===== config.mk =====
export PLATFORM = sky130hd
export DESIGN_NAME = hazard_scoreboard_unit
export DESIGN_NICKNAME = d
export VERILOG_FILES = /design/src/rtl/hazard_scoreboard_unit.sv
export SDC_FILE = /design/constraint.sdc
export NUM_CORES = 1
export LEC_CHECK = 0
export CORE_MARGIN = 2
export CORE_UTILIZATION = 54
export CTS_CLUSTER_SIZE = 10
export DETAILED_ROUTE_END_ITERATION = 10
export MAX_ROUTING_LAYER = met4
export PLACE_DENSITY_LB_ADDON = 0.08
export SLEW_MARGIN = 20
export SYNTH_ARGS = -nofsm -noshare
export SYNTH_HDL_FRONTEND = slang
export SYNTH_SLANG_ARGS = --single-unit

===== constraint.sdc =====
create_clock -name clk -period 4 [get_ports clk]
set_input_delay 0.4 -clock clk [delete_from_list [all_inputs] [get_ports clk]]
set_output_delay 0.4 -clock clk [all_outputs]
set_load 0.1 [all_outputs]

===== src/rtl/hazard_scoreboard_unit.sv =====
// Hazard scoreboard beside decode. It selects the operand-forwarding source for
// each decode operand and raises a stall on load-use, long-latency RAW, WAW and
// long-unit capacity hazards. It tracks outstanding multi-cycle writebacks in a
// per-register busy map, with an outstanding-op counter, a saturating stall-cycle
// counter and a sticky writeback-error flag.
module hazard_scoreboard_unit #(
  parameter int NUM_SRC = 2,
  parameter int NUM_FWD = 2,
  parameter int MAX_OUT = 4,
  parameter int SEL_W   = $clog2(NUM_FWD + 2)
) (
  input  logic                           clk,
  input  logic                           rst,
  input  logic                           id_valid,
  input  logic [NUM_SRC*5-1:0]           id_rs_addr,
  input  logic [NUM_SRC-1:0]             id_rs_used,
  input  logic                           id_we,
  input  logic [4:0]                     id_rd,
  input  logic                           id_long,
  input  logic                           flush,
  input  logic [NUM_FWD-1:0]             fwd_we,
  input  logic [NUM_FWD*5-1:0]           fwd_rd_addr,
  input  logic [NUM_FWD-1:0]             fwd_ready,
  input  logic                           long_done,
  input  logic [4:0]                     long_done_rd,
  output logic [NUM_SRC*SEL_W-1:0]       fwd_sel,
  output logic                           stall,
  output logic [$clog2(MAX_OUT+1)-1:0]   out_cnt,
  output logic [31:0]                    stall_cycles,
  output logic                           sb_err
);

  localparam int CNT_W = $clog2(MAX_OUT + 1);

  logic [31:0]              r_busy;
  logic [CNT_W-1:0]         r_out_cnt;
  logic [31:0]              r_stall_cycles;
  logic                     r_sb_err;

  logic [NUM_SRC*SEL_W-1:0] w_fwd_sel;
  logic                     w_ld_stall;
  logic                     w_raw_stall;
  logic                     w_waw_stall;
  logic                     w_cap_stall;
  logic                     w_stall;
  logic                     w_acc;

  // Per-source forward select (youngest stage wins, then the long-unit bypass),
  // plus the load-use and long-result RAW stall terms.
  always_comb begin : comb_fwd
    logic [4:0]  w_addr;
    logic        w_live;
    logic        w_hit;
    logic        w_hit_rdy;
    logic        w_bypass;
    int unsigned w_k;
    w_fwd_sel   = '0;
    w_ld_stall  = 1'b0;
    w_raw_stall = 1'b0;
    w_addr      = '0;
    w_live      = 1'b0;
    w_hit       = 1'b0;
    w_hit_rdy   = 1'b0;
    w_bypass    = 1'b0;
    w_k         = 0;
    for (int unsigned i = 0; i < NUM_SRC; i++) begin
      w_addr    = id_rs_addr[5*i +: 5];
      w_live    = id_valid && id_rs_used[i] && (w_addr != 5'd0);
      w_hit     = 1'b0;
      w_hit_rdy = 1'b0;
      w_k       = 0;
      for (int unsigned k = 0; k < NUM_FWD; k++) begin
        if (!w_hit && fwd_we[k] && (fwd_rd_addr[5*k +: 5] == w_addr)) begin
          w_hit     = 1'b1;
          w_hit_rdy = fwd_ready[k];
          w_k       = k;
        end
      end
      w_bypass = long_done && (long_done_rd == w_addr);
      if (w_live) begin
        if (w_hit) begin
          w_fwd_sel[SEL_W*i +: SEL_W] = SEL_W'(w_k + 1);
          if (!w_hit_rdy) w_ld_stall = 1'b1;
        end else if (w_bypass) begin
          w_fwd_sel[SEL_W*i +: SEL_W] = SEL_W'(NUM_FWD + 1);
        end else if (r_busy[w_addr]) begin
          w_raw_stall = 1'b1;
        end
      end
    end
  end

  // WAW and capacity stall terms, overall stall and long-op acceptance.
  always_comb begin
    w_waw_stall = id_valid && id_we && (id_rd != 5'd0) && r_busy[id_rd] &&
                  !(long_done && (long_done_rd == id_rd));
    w_cap_stall = id_valid && id_long && (r_out_cnt == CNT_W'(MAX_OUT)) && !long_done;
    w_stall     = !flush && (w_ld_stall || w_raw_stall || w_waw_stall || w_cap_stall);
    w_acc       = id_valid && id_long && id_we && (id_rd != 5'd0) && !w_stall && !flush;
  end

  // Busy map: writeback clears, acceptance sets; the later set wins on the same register.
  always_ff @(posedge clk or posedge rst) begin
    if (rst) begin
      r_busy <= '0;
    end else begin
      if (long_done && (long_done_rd != 5'd0)) r_busy[long_done_rd] <= 1'b0;
      if (w_acc) r_busy[id_rd] <= 1'b1;
    end
  end

  // Outstanding long-op counter, bounded at MAX_OUT and at zero.
  always_ff @(posedge clk or posedge rst) begin
    if (rst) begin
      r_out_cnt <= '0;
    end else begin
      case ({w_acc, long_done})
        2'b10:   if (r_out_cnt != CNT_W'(MAX_OUT)) r_out_cnt <= r_out_cnt + 1'b1;
        2'b01:   if (r_out_cnt != '0) r_out_cnt <= r_out_cnt - 1'b1;
        default: r_out_cnt <= r_out_cnt;
      endcase
    end
  end

  // Sticky error on a writeback nothing was waiting for.
  always_ff @(posedge clk or posedge rst) begin
    if (rst) begin
      r_sb_err <= 1'b0;
    end else if (long_done &&
                 (((long_done_rd != 5'd0) && !r_busy[long_done_rd]) || (r_out_cnt == '0))) begin
      r_sb_err <= 1'b1;
    end
  end

  // Saturating count of stalled cycles.
  always_ff @(posedge clk or posedge rst) begin
    if (rst) begin
      r_stall_cycles <= '0;
    end else if (w_stall && (r_stall_cycles != '1)) begin
      r_stall_cycles <= r_stall_cycles + 32'd1;
    end
  end

  assign fwd_sel      = w_fwd_sel;
  assign stall        = w_stall;
  assign out_cnt      = r_out_cnt;
  assign stall_cycles = r_stall_cycles;
  assign sb_err       = r_sb_err;

endmodule


Word-level counts from Yosys, hierarchy flattened
Cells that the tools add are included. W data, S select, Z words.

Register bits: 68. Bits in latches: 0. RAM bits: 0. ROM bits: 0. Input port bits: 43. Word-level logic and storage cells: 129. Memories kept: 0.

Add/sub/neg operators: 5. Multiply operators: 0. Divide/modulo/power cells: 0. Order comparisons: 6. Eq/ne operators: 14. Shifts and indexed selects: 0. Muxes and demuxes: 47. Bitwise operators: 3. Reductions and logical operators: 50.

Operator list (count): $mux W32 (2); $eq A5 B5 Y1 (7); $add A32 B1 Y32 const B (1); $and A32 B32 Y32 (1); $ne A32 B32 Y1 const B (1); $not A32 Y32 (1); $or A32 B32 Y32 (1); $logic_and A1 B1 Y1 (31); $mux W1 (30); $lt A5 B6 Y1 const B (4); $bmux W1 S5 (4); $reduce_bool A5 Y1 (4); $mux W2 (6); $demux W1 S5 (2); $ge A5 B1 Y1 const B (2); $logic_not A1 Y1 (7); $mux W3 (2); $pmux W3 S2 (1); $add A2 B1 Y2 const B (2); $logic_or A1 B1 Y1 (4); $ne A2 B2 Y1 const B (2); $add A3 B1 Y3 const B (1); $eq A3 B3 Y1 const B (1); $logic_not A3 Y1 (1); other kinds (7) (7).

Logic depth before layout (Yosys ltp)
Gate-level depths: netlist of the first run.

Depth in word-level cells: 23. Depth in mapped cells: 18. Gate-level depth less buffers: 14.

Worst setup path before layout of the first run
No wires, ideal clock.

Kind: input to output. Start point: input port id_rs_addr[1]. End point: output port stall. Data arrival time: 3626 ps. Data required time: 3600 ps. Slack: -26 ps. Cell stages on the path: 10. Path buffers: 3. Path through: clkbuf_1 -> buf_2 -> mux2i_1 -> nor4b_1 -> nor4_1 -> a2111oi_0 -> o31ai_1 -> nand4b_1 -> clkbuf_1 -> nor2b_1.

Cells in the longest elaborated chain, start to end: 17.

RTL lines: from (decl) (RTL line 15) `input logic [NUM_SRC*5-1:0] id_rs_addr,`; branches (longest 13 deep; another with $bmux W1 S5); $logic_or A1 B1 Y1 (*) (3 in a row) (RTL line 98) `w_stall = !flush && (w_ld_stall || w_raw_stall || w_waw_stall || w_cap_stall);`; $logic_and A1 B1 Y1 (*) (RTL line 98); to (decl) (RTL line 27) `output logic stall,`.

Mark *: on every way between the ends. The select of a mux whose other input is x is not followed.

Worst setup path in the final report of the first run
Same ends and word-level chain as after synthesis.

==> results of run 1 <==
==> sequential cells by signal, summed over array words and instances (netlist names) <==
| register | cells |
|---|---|
| out_cnt | 3 |
| r_busy | 32 |
| sb_err | 1 |
| stall_cycles | 32 |
==> cell families after synthesis <==
group,after synthesis,share of synthesized area (%)
AOI/OAI and AO/OA,96,12.8
DFF,68,35.1
muxes,46,15.8
xor gates and xnor gates,69,12.5
and+or+nand+nor,151,17.9
buffers and inverters,60,4.80
adders and majority gates,4,1.19
==> cell type report <==
type,instances,area share [%]
Multi-Input combinational cell,366,48.1
Tap cell,108,2.21
Clock inverter,6,0.777
Timing Repair Buffer,118,18.0
Clock buffer,10,2.09
Sequential cell,68,27.8
Inverter,17,1.04
==> repair_timing <==
item                       in CTS  in global routing
resized for setup               0                  5
setup endpoints to repair       0                  4
setup buffers                   0                  0
==> Yosys cell counts (5+ instances only) <==
cell      count  area (sq um)
dfrtp_1      68          1700
xnor2_1      47           412
o21ai_0      35           175
o31ai_1      34           255
clkbuf_1     30           113
nand4_1      25           156
mux4_2       24           541
xor2_1       22           193
mux2i_1      19           190
nand3_1      19          95.1
nor2_1       18          67.6
and3_1       17           106
inv_1        17          63.8
nand2_1      17          63.8
nor2b_1       9          56.3
nand3b_1      8          60.1
buf_1         7          26.3
nor3_1        7          35.0
buf_2         6          30.0
nand4b_1      6          52.6
nor4_1        6          37.5
a31oi_1       5          31.3
o22ai_1       5          31.3
==> layer usage <==
metal | vias up | global-route usage, % | part of all wire [%]
met1 | 2156 | 41.7 | 42
li1 | 2010 | - | -
met2 | 208 | 49.6 | 49
met3 | 19 | 5.60 | 7.5
met4 | 0 | 8.96 | 1.7
met5 | - | - | 0
==> critical path: cells and delay by family <==
family | cells | cell delay [ns]
muxes | 1 | 0.12
and+or+nand+nor | 4 | 0.80
buffers and inverters | 4 | 1.42
AOI/OAI and AO/OA | 2 | 0.68
==> per-stage QoR <==
step           setup slack [ns]  area (sq um)  power [uW]
6_report                  0.171          6120        2110
5_1_grt                 0.00419          6120        2210
4_1_cts                   0.102          6100        2120
3_5_place_dp             -0.266          5920        1600
3_3_place_gp            -0.0964          5920        1580
2_1_floorplan            0.0187          4850        1360
==> layout by cell type (no fill, tap or decap), drive strengths merged, types with 6 or more instances in the layout <==
cell | Yosys | layout
clkdlybuf4s50 | 0 | 77
dfrtp | 68 | 68
xnor2 | 47 | 47
buf | 13 | 40
o21ai | 35 | 35
o31ai | 34 | 34
nand4 | 25 | 25
mux4 | 24 | 24
xor2 | 22 | 22
nand3 | 19 | 19
mux2i | 19 | 19
inv | 17 | 19
nor2 | 18 | 18
nand2 | 17 | 17
and3 | 17 | 17
clkbuf | 30 | 10
nor2b | 9 | 9
nand3b | 8 | 8
nor3 | 7 | 7
nand4b | 6 | 6
nor4 | 6 | 6
==> path summary, 6_finish.rpt <==
kind | slack [ns] | endpoint | cells past startpoint | from
setup / recovery | 0.17 | stall | 11 | id_rs_addr[1]
hold / removal | 0.45 | r_busy[0] | 0 | r_busy[0]
setup reg to reg | 0.40 | out_cnt[2] | 13 | r_busy[27]
hold reg to reg | 0.45 | r_busy[0] | 0 | r_busy[0]
max in group asynchronous | 2.54 | r_busy[24] | 3 | rst
min in group asynchronous | 0.58 | stall_cycles[1] | 2 | rst
==> power groups by stage <==
stage / combinational [uW] / sequential, uW / clock, uW
after floorplan: 280 / 1080 / 0
after global placement: 748 / 832 / 0
after detailed placement: 764 / 835 / 0
after CTS: 766 / 823 / 530
after global routing: 809 / 836 / 563
final: 768 / 825 / 518
==> results.md, run 1 <==
| Metric | This run | Unit |
|---|---|---|
| Flop and latch count out of synthesis | 68 | - |
| Final setup violation count | 0 | - |
| Number of enable flip-flop cells after synthesis | 0 | - |
| Effective utilization at floorplan | 55.6 | % |
| H-tree Lvls | 3 | - |
| Cells along the critical path | clkdlybuf4s50_1, buf_4, mux2i_1, nor4b_1, nor4_2, a2111oi_1, o31ai_1, nand4b_1, buf_4, nor2b_2, buf_12 | - |
| Mean number of vias per cell | 6.34 | - |
| Net switching power | 877 | uW |
| Highest-delay cell along the critical path | clkdlybuf4s50_1 | - |
| Class of the tightest hold or removal check | reg2reg | - |
| Start-to-end type of the worst setup path | in2out | - |
| Largest stage delay, worst path | 0.62 | ns |
| CP required | 3.60 | ns |
| Cell Area, Synth | 0.00485 | sq mm |
| Number of filler cells placed in the layout | 695 | - |
| Kind of start point of the critical path | input port | - |
| Most used cell along the critical path | buf_4 | - |
| Power Internal | 1230 | uW |
| Post-route non-filler standard cell count | 693 | - |
| Largest fanout on the critical path | 32 | - |
| Detailed-route wire length | 14300 | um |
| Net count of the mapped netlist | 541 | - |
| Dpl cells | 677 | - |
| Grt total ovfl | 0 | - |
| Total via count after detailed routing | 4393 | - |
| Minimum period implied by the final worst setup slack | 3.83 | ns |
| Die X | 98.8 | um |
| Number of global-route vias before repair | 4513 | - |
| Die Outline Area | 0.00976 | sq mm |
| Endpoint kind of the worst setup timing path | output port | - |
| Clock skew | 0.0147 | ns |
| Flip-flop cell with the highest count after synthesis | dfrtp_1 | - |
| Status | complete, no violations | - |
| Number of design-rule violations left by the first detailed-router iteration | 361 | - |
| Wire length of the first global-routing pass | 23700 | um |
| Post-detailed-placement half-perimeter wirelength | 10400 | um |
| Multi-input gate area in the final layout | 0.00294 | sq mm |
| Placer's final routability congestion estimate | 0.976 | - |
| Hold slack | 0.448 | ns |
| Count of warnings emitted by yosys | 0 | - |
| Fraction of the yosys area taken by sequential cells | 35.1 | % |
| Number of pins with negative max-slew slack in the final report | 0 | - |
| Die Ht | 98.8 | um |
| CTS clk-pin slew, worst paths | 0.08 | ns |
| Transition time of the tightest slew-check pin | 0.982 | ns |
| Worst slew margin relative to its limit | 34.3 | % |
| Ant diodes | 0 | - |
| Number of remaining DRC errors | 0 | - |
| Number of buffer cells added on primary ports | 83 | - |
| Endpoints failing hold | 0 | - |
| Pin count of the biggest net entering global routing | 46 | - |
| FFs w/ async S/R, synth | 100 | % |
| I/O pin cnt | 84 | - |
| Signal arrival time at the worst endpoint | 3.43 | ns |
| P per Cell Area | 345 | mW/mm^2 |
| Switching power share of the total | 41.5 | % |
| Fraction of layout instances using a drive strength above 1 | 15.4 | % |
| Hold bufs inserted after CTS | 0 | - |
| Storage cell area | 0.00170 | sq mm |
| TritonCTS clock tree | done | - |
| Timing-limited maximum frequency | 261 | MHz |
| Antenna violations before repair | 0 | - |
| Static Leak | 0.00247 | uW |
| Clock buffers created by TritonCTS | 9 | - |
| Period utilisation layout | 95.7 | % |
| DR pass1 iterations | 5 | - |
| Fin nets | 627 | - |
| Total clock sinks | 68 | - |
| Average instance area after synthesis | 9.82 | sq um |
| Power share of the clock group | 24.5 | % |
| Final routed wire length divided by cell count | 20.6 | um |
| Max-cap check violation count | 0 | - |
| Worst-Skew Late Latency | 0.35 | ns |
| Accumulated negative setup slack | 0 | ns |
| Post-route core utilization | 70.1 | % |
| Share of total power in combinational logic | 36.4 | % |
| Worst-case vdd ir drop | 0.000252 | V |
| Total global-route track usage | 31.3 | % |
| Synth cell types | 47 | - |
| Count of standard-cell rows | 34 | - |
| Clock tree root buffer cell | clkbuf_8 | - |
| CORE AREA | 0.00872 | sq mm |
| Setup repair after global routing missed its margin | no | - |
| Sequential fraction of design power | 39.1 | % |
| P&R area growth vs syn | 26.0 | % |
| Maximum clock insertion buffer count | 2 | - |
| Synth Instances | 494 | - |
| Antenna-violating nets left | 0 | - |
(Power assumes the default switching activity.)
==> run 2, diff against run 1 <==
--- a/config.mk
+++ b/config.mk
@@ -6,7 +6,7 @@
 export NUM_CORES = 1
 export LEC_CHECK = 0
 export CORE_MARGIN = 2
-export CORE_UTILIZATION = 54
+export CORE_UTILIZATION = 58
 export CTS_CLUSTER_SIZE = 10
 export DETAILED_ROUTE_END_ITERATION = 10
 export MAX_ROUTING_LAYER = met4
==> constraint.sdc (replaced) <==
create_clock -name clk -period 4.6 [get_ports clk]
set_input_delay 0.46 -clock clk [delete_from_list [all_inputs] [get_ports clk]]
set_output_delay 0.46 -clock clk [all_outputs]
set_load 0.1 [all_outputs]
==> results.md, run 2 (same netlist as run 1, synthesis figures left out) <==
| Metric | This run | Unit |
|---|---|---|
| Total via count after detailed routing | 4419 | - |
| P per Cell Area | 307 | mW/mm^2 |
| Sequential fraction of design power | 39.3 | % |
| Period utilisation layout | 86.2 | % |
| Hold bufs inserted after CTS | 0 | - |
| Placed Instance Area | 0.00576 | sq mm |
| Max-cap check violation count | 0 | - |
| Power share of the clock group | 25.1 | % |
| Post-route core utilization | 72.8 | % |
| Endpoints failing hold | 0 | - |
| Die Outline Area | 0.00911 | sq mm |
| Post-route worst setup slack | 0.634 | ns |
| Mean number of vias per cell | 6.60 | - |
| Number of pins with negative max-slew slack in the final report | 0 | - |
| CORE AREA | 0.00818 | sq mm |
| I/O pin cnt | 84 | - |
| Static Leak | 0.00237 | uW |
| Placer's final routability congestion estimate | 0.981 | - |
| Wire length of the first global-routing pass | 22200 | um |
| Commonest non-fill, non-tap cell in the layout | clkdlybuf4s50_1 | - |
| Number of remaining DRC errors | 0 | - |
| Multi-input gate area in the final layout | 0.00292 | sq mm |
| Fin nets | 607 | - |
| Kind of start point of the critical path | input port | - |
| Maximum clock insertion buffer count | 2 | - |
| Pin count of the biggest net entering global routing | 41 | - |
| Storage cell area | 0.00170 | sq mm |
| Endpoint kind of the worst setup timing path | output port | - |
| H-tree Lvls | 3 | - |
| Total global-route track usage | 32.8 | % |
| Leading cell types in the layout, fill and taps excluded | 78 x clkdlybuf4s50_1, 68 x dfrtp_1, 47 x xnor2_1 | - |
| CP required | 4.14 | ns |
| Post-route non-filler standard cell count | 670 | - |
| Number of buffer cells added on primary ports | 83 | - |
| Count of cells resized by post-cts repair | 0 | - |
| Die X | 95.5 | um |
| Minimum period implied by the final worst setup slack | 3.97 | ns |
| Antenna-violating nets left | 0 | - |
| Status | complete, no violations | - |
| CTS clk-pin slew, worst paths | 0.08 | ns |
| Worst-Skew Late Latency | 0.34 | ns |
| Pre-CTS worst setup slack | 0.347 | ns |
| Class of the tightest hold or removal check | reg2reg | - |
| Setup Fix Bufs, Post-CTS | 0 | - |
| Fraction of layout instances using a drive strength above 1 | 12.0 | % |
| Post-layout instance area | 0.00595 | sq mm |
| Clock buffers created by TritonCTS | 9 | - |
| Number of global-route vias before repair | 4414 | - |
| Worst-case vdd ir drop | 0.000216 | V |
| Setup repair after global routing missed its margin | no | - |
| Count of standard-cell rows | 33 | - |
| Share of total power in combinational logic | 35.6 | % |
| Dpl cells | 654 | - |
| Start-to-end type of the worst setup path | in2out | - |
| Number of design-rule violations left by the first detailed-router iteration | 417 | - |
| Net switching power | 740 | uW |
| Clock tree root buffer cell | clkbuf_8 | - |
| Accumulated negative setup slack | 0 | ns |
| Final routed wire length divided by cell count | 20.3 | um |
| Worst slew margin relative to its limit | 33.8 | % |
| Transition time of the tightest slew-check pin | 0.989 | ns |
| P&R area growth vs syn | 22.6 | % |
| Power Internal | 1090 | uW |
| Detailed-route wire length | 13600 | um |
| Effective utilization at floorplan | 59.4 | % |
| Timing-limited maximum frequency | 252 | MHz |
| Final setup violation count | 0 | - |
| Largest fanout on the critical path | 32 | - |
| Antenna violations before repair | 0 | - |
| Grt total ovfl | 0 | - |
| Number of filler cells placed in the layout | 619 | - |
| Switching power share of the total | 40.5 | % |
| Signal arrival time at the worst endpoint | 3.51 | ns |
| Post-detailed-placement half-perimeter wirelength | 9700 | um |
| TritonCTS clock tree | done | - |
| Ant diodes | 0 | - |
| Clock skew | 0.00944 | ns |
| Total clock sinks | 68 | - |
| Die Ht | 95.5 | um |
| DR pass1 iterations | 5 | - |
-- run 2: final cells by class --
cell class | count | share of cell area (%)
multi-input cells | 366 | 49.1
repair buffers | 98 | 15.9
inverters | 17 | 1.07
clock buffers | 11 | 2.54
flip-flops and latches | 68 | 28.6
clock inverters | 5 | 0.589
well taps | 105 | 2.21
-- run 2: metrics by stage --
step	power [uW]	hold WS, ns
2_1_floorplan	1180	0.462
5_1_grt	1910	0.484
3_5_place_dp	1380	0.446
3_3_place_gp	1360	0.444
4_1_cts	1840	0.452
6_report	1830	0.456
-- run 2: critical path: stages --
cell and delay (ns):
clkdlybuf4s50_1 0.77, mux4_2 0.29, a2bb2oi_1 0.16, a221oi_1 0.10
a2111oi_0 0.56, o31ai_1 0.17, nand4b_1 0.15, buf_4 0.33
nor2b_1 0.29, buf_12 0.21
-- run 2: per-layer routing --
layer / vias up / share of wire, % / track usage, %
met3: 56 / 9.3 / 6.09
met4: 0 / 3.6 / 14.2
met1: 2130 / 40 / 41.3
li1: 1970 / - / -
met2: 263 / 47 / 52.2
met5: - / 0 / -
-- run 2: power groups by stage --
| stage | combinational (uW) | clock [uW] | sequential (uW) |
|---|---|---|---|
| 2_1_floorplan | 243 | 0 | 939 |
| 3_3_place_gp | 636 | 0 | 724 |
| 3_5_place_dp | 650 | 0 | 728 |
| 4_1_cts | 651 | 470 | 716 |
| 5_1_grt | 693 | 492 | 726 |
| 6_report | 651 | 459 | 719 |
-- run 2: final timing paths --
| check | cells past startpoint | end | startpoint | slack, ns |
|---|---|---|---|---|
| max in group asynchronous | 3 | r_busy[30] | rst | 3.12 |
| worst max-delay path | 10 | stall | id_rs_addr[2] | 0.63 |
| worst max register to register | 13 | out_cnt[2] | r_busy[31] | 0.93 |
| worst min register to register | 0 | r_busy[0] | r_busy[0] | 0.46 |
| worst min-delay path | 0 | r_busy[0] | r_busy[0] | 0.46 |
| min in group asynchronous | 2 | sb_err | rst | 0.52 |
==> run 3, diff against run 2 <==
--- a/config.mk
+++ b/config.mk
@@ -10,7 +10,7 @@
 export CTS_CLUSTER_SIZE = 10
 export DETAILED_ROUTE_END_ITERATION = 10
 export MAX_ROUTING_LAYER = met4
-export PLACE_DENSITY_LB_ADDON = 0.08
+export PLACE_DENSITY = 0.86
 export SLEW_MARGIN = 20
 export SYNTH_ARGS = -nofsm -noshare
 export SYNTH_HDL_FRONTEND = slang
==> results.md, run 3 (same netlist as run 1, synthesis figures left out) <==
| Metric | This run | Unit |
|---|---|---|
| Status | complete, no violations | - |
| H-tree Lvls | 3 | - |
| Ant diodes | 0 | - |
| Number of remaining DRC errors | 0 | - |
| CTS clk-pin slew, worst paths | 0.08 | ns |
| Clock skew | 0.00860 | ns |
| Grt total ovfl | 0 | - |
| Die X | 95.5 | um |
| Largest fanout on the critical path | 32 | - |
| Signal arrival time at the worst endpoint | 3.79 | ns |
| Pre-CTS worst setup slack | 0.164 | ns |
| Final routed wire length divided by cell count | 21.3 | um |
| Number of global-route vias before repair | 4525 | - |
| Setup Fix Bufs, Post-CTS | 0 | - |
| Transition time of the tightest slew-check pin | 0.992 | ns |
| Fin nets | 607 | - |
| Hold bufs inserted after CTS | 0 | - |
| Hold slack | 0.456 | ns |
| FF-to-FF Start | r_busy[28] | - |
| Mean number of vias per cell | 6.72 | - |
| Maximum clock insertion buffer count | 2 | - |
| Timing-limited maximum frequency | 235 | MHz |
| Pin count of the biggest net entering global routing | 39 | - |
| Start-to-end type of the worst setup path | in2out | - |
| Total clock sinks | 68 | - |
| Kind of start point of the critical path | input port | - |
| Worst slew margin relative to its limit | 33.7 | % |
| Die Ht | 95.5 | um |
| Post-route worst setup slack | 0.352 | ns |
| Class of the tightest hold or removal check | reg2reg | - |
| Placer's final routability congestion estimate | 1.06 | - |
| CORE AREA | 0.00818 | sq mm |
| Leading cell types in the layout, fill and taps excluded | 78 x clkdlybuf4s50_1, 68 x dfrtp_1, 47 x xnor2_1 | - |
| Antenna violations before repair | 0 | - |
| Total via count after detailed routing | 4504 | - |
| Post-detailed-placement half-perimeter wirelength | 10300 | um |
| Count of standard-cell rows | 33 | - |
| Period utilisation layout | 92.4 | % |
| Worst-Skew Late Latency | 0.35 | ns |
| Die Outline Area | 0.00911 | sq mm |
| Antenna-violating nets left | 0 | - |
| P&R area growth vs syn | 23.4 | % |
| Worst-case vdd ir drop | 0.000225 | V |
| Detailed-route wire length | 14300 | um |
| Number of buffer cells added on primary ports | 83 | - |
| CP required | 4.14 | ns |
| Clock tree root buffer cell | clkbuf_8 | - |
| Endpoint kind of the worst setup timing path | output port | - |
| TritonCTS clock tree | done | - |
| Source of the critical timing path | id_rs_addr[1] | - |
| Total global-route track usage | 33.9 | % |
| Number of design-rule violations left by the first detailed-router iteration | 416 | - |
| Number of pins with negative max-slew slack in the final report | 0 | - |
| Final setup violation count | 0 | - |
| Commonest non-fill, non-tap cell in the layout | clkdlybuf4s50_1 | - |
| Clock buffers created by TritonCTS | 9 | - |
| Wire length of the first global-routing pass | 22800 | um |
| Static Leak | 0.00239 | uW |
| Effective utilization at floorplan | 59.4 | % |
| Count of cells resized by post-cts repair | 0 | - |
| P per Cell Area | 323 | mW/mm^2 |
| Setup repair after global routing missed its margin | no | - |
| DR pass1 iterations | 5 | - |
| Worst hold start | r_busy[0] | - |
| I/O pin cnt | 84 | - |
| Accumulated negative setup slack | 0 | ns |
| Minimum period implied by the final worst setup slack | 4.25 | ns |
| Max-cap check violation count | 0 | - |
| Endpoints failing hold | 0 | - |
| Fraction of layout instances using a drive strength above 1 | 12.0 | % |
[run 3: metal layers]
metal  up-vias  share of wire [%]  global-route usage, %
met5         -                  0                      -
met4         0                3.5                   15.1
met3        49                8.3                   6.25
met2       281                 48                   55.0
met1      2211                 40                   41.6
li1       1963                  -                      -
[run 3: power breakdown]
group          total [uW]  internal (uW)  leakage (uW)  switching (uW)
registers             720            648      0.000926            72.2
clock network         557            308      0.000110             249
logic                 659            216       0.00135             443
[run 3: worst paths after layout]
path,slack (ns),cells past startpoint,endpoint
worst max-delay path,0.35,11,stall
worst min-delay path,0.46,0,r_busy[0]
worst max register to register,0.85,13,out_cnt[2]
worst min register to register,0.46,0,r_busy[0]
max in group asynchronous,3.14,3,stall_cycles[2]
min in group asynchronous,0.57,2,r_busy[1]
[run 3: through the flow]
| step | utilization, % | instances | power, uW | area [sq um] |
|---|---|---|---|---|
| floorplan | - | 494 | 1180 | 4850 |
| global placement | 70.5 | 654 | 1360 | 5760 |
| detailed placement | 70.5 | 654 | 1380 | 5760 |
| CTS | 73.2 | 670 | 1930 | 5990 |
| global route | 73.2 | 670 | 2010 | 5990 |
| finish | 73.2 | 670 | 1940 | 5990 |
[run 3: area by class of cell]
class / instances / area, sq um
fillers: 603 / 2190
well taps: 105 / 131
flip-flops and latches: 68 / 1700
clock buffers: 9 / 124
repair buffers: 98 / 943
multi-input cells: 366 / 2920
clock inverters: 7 / 98.8
inverters: 17 / 63.8
[run 3: worst max-delay path, stage by stage]
cell and delay (ns):
clkdlybuf4s50_1 0.66, buf_4 0.24, mux2i_1 0.09, nor4b_1 0.34, nor4_1 0.10, a2111oi_0 0.73, o31ai_1 0.19, nand4b_1 0.15
buf_4 0.33, nor2b_1 0.28, buf_12 0.21
==> patch: new RTL, flow settings as in run 1 <==
Make the reset (`rst`) synchronous in 4 clocked blocks.
--- a/src/rtl/hazard_scoreboard_unit.sv
+++ b/src/rtl/hazard_scoreboard_unit.sv
@@ -102,3 +102,3 @@
   // Busy map: writeback clears, acceptance sets; the later set wins on the same register.
-  always_ff @(posedge clk or posedge rst) begin
+  always_ff @(posedge clk) begin
     if (rst) begin
@@ -112,3 +112,3 @@
   // Outstanding long-op counter, bounded at MAX_OUT and at zero.
-  always_ff @(posedge clk or posedge rst) begin
+  always_ff @(posedge clk) begin
     if (rst) begin
@@ -125,3 +125,3 @@
   // Sticky error on a writeback nothing was waiting for.
-  always_ff @(posedge clk or posedge rst) begin
+  always_ff @(posedge clk) begin
     if (rst) begin
@@ -135,3 +135,3 @@
   // Saturating count of stalled cycles.
-  always_ff @(posedge clk or posedge rst) begin
+  always_ff @(posedge clk) begin
     if (rst) begin
Function: differs if rst is asserted again (counterexample within 4 cycles, from zero or initial values and one cycle with rst high); with rst held inactive, the same outputs for 4 cycles.
==> patch against run 1 <==
Routed wire length up 7.0%; sequential cell count unchanged; design area up 2.3%; hold slack better by 0.050 ns; largest cell class unchanged; area after synthesis up 3.3%; setup slack worse by 0.016 ns.
Power is not compared: it rests on default switching activity, and its combinational part moved more than twofold at a synthesized area within 25%.
==> patch: results (changes against run 1) <==
- Largest net degree at the start of global routing: 51 (+11%)
* Via count of the first global-routing pass: 4866 (+7.8%)
* Post-detailed-placement half-perimeter wirelength: 11250 µm (+8.4%)
* Total Routed Length: 15310 µm (+7.0%)
* Number of nets in the finished design: 708 (+13%)
* Overall fraction of global-route tracks in use: 31.85% (+0.54 points)
* Via/cell ratio: 6.557 (+3.4%)
- The average instance area after synthesis was 8.659 µm² (-12%).
* Global Route met1 Usage: 42.67% (+0.96 points)
- The fraction of registers with async set/reset was 0% (-100 points).
- The number of design-rule violations left by the first detailed-router iteration came to 395 (+9.4%).
* Most instantiated cells after synthesis: 68 x sky130_fd_sc_hd__dfxtp_1, 48 x sky130_fd_sc_hd__nand2_1, 44 x sky130_fd_sc_hd__nand3_1
* Outcome: finished, final reports clean
* CP Data Arrival Time: 3.44 ns (about the same)
- The global-route wire length before repair came to 24570 µm (+3.7%).
* FILL cells: 772 (+11%)
* Delay of the slowest critical-path stage: 0.51 ns (-0.11 ns)
* Synthesized Nets: 626 (+16%)
- Largest fanout on the critical path: 41 (+28%)
* Met2 Wirelength: 7120 µm (+0.99%)
* Slew at the pin closest to its max-slew limit: 1.012 ns (+0.02959 ns)
* Wire length on met3: 1250 µm (+16%)
- The fraction of final layout cells sized beyond drive strength 1 is 15.92% (+0.53 points).
- Sorting the synthesized cells by area gives the leading types as sky130_fd_sc_hd__dfxtp_1 27%, sky130_fd_sc_hd__mux4_2 14%, sky130_fd_sc_hd__nand3_1 4.4%.
- Maximum clock frequency: 260.1 MHz (-0.41%)
==> patch: layout make-up <==
class	instances	area, µm²	area share [%]
flip-flops and latches	68	1361	21.76
multi-input cells	457	3435	54.90
clock buffers	13	158.9	2.540
clock inverters	3	45.04	0.7200
inverters	13	48.80	0.7800
well taps	111	138.9	2.220
repair buffers	112	1069	17.08
==> patch: final timing paths <==
path,end,cells past startpoint,slack [ns],from
setup / recovery,stall,12,0.16,id_rd[0]
hold / removal,sb_err,2,0.50,sb_err
setup reg to reg,out_cnt[1],13,0.65,r_busy[15]
hold reg to reg,sb_err,2,0.50,sb_err
==> patch: timing repair <==
item,CTS,global route
endpoints found under the hold margin,0,0
setup endpoints to repair,0,3
buffers inserted,0,0
resized for setup,0,2
==> patch: kinds of logic after synthesis <==
logic type	after synthesis	share of synthesized area, %
xor+xnor	38	6.638
flops	68	27.15
buf+inv	54	4.592
mux	56	19.32
compound gates	113	14.30
fa+ha+maj	4	1.148
simple gates	246	26.85
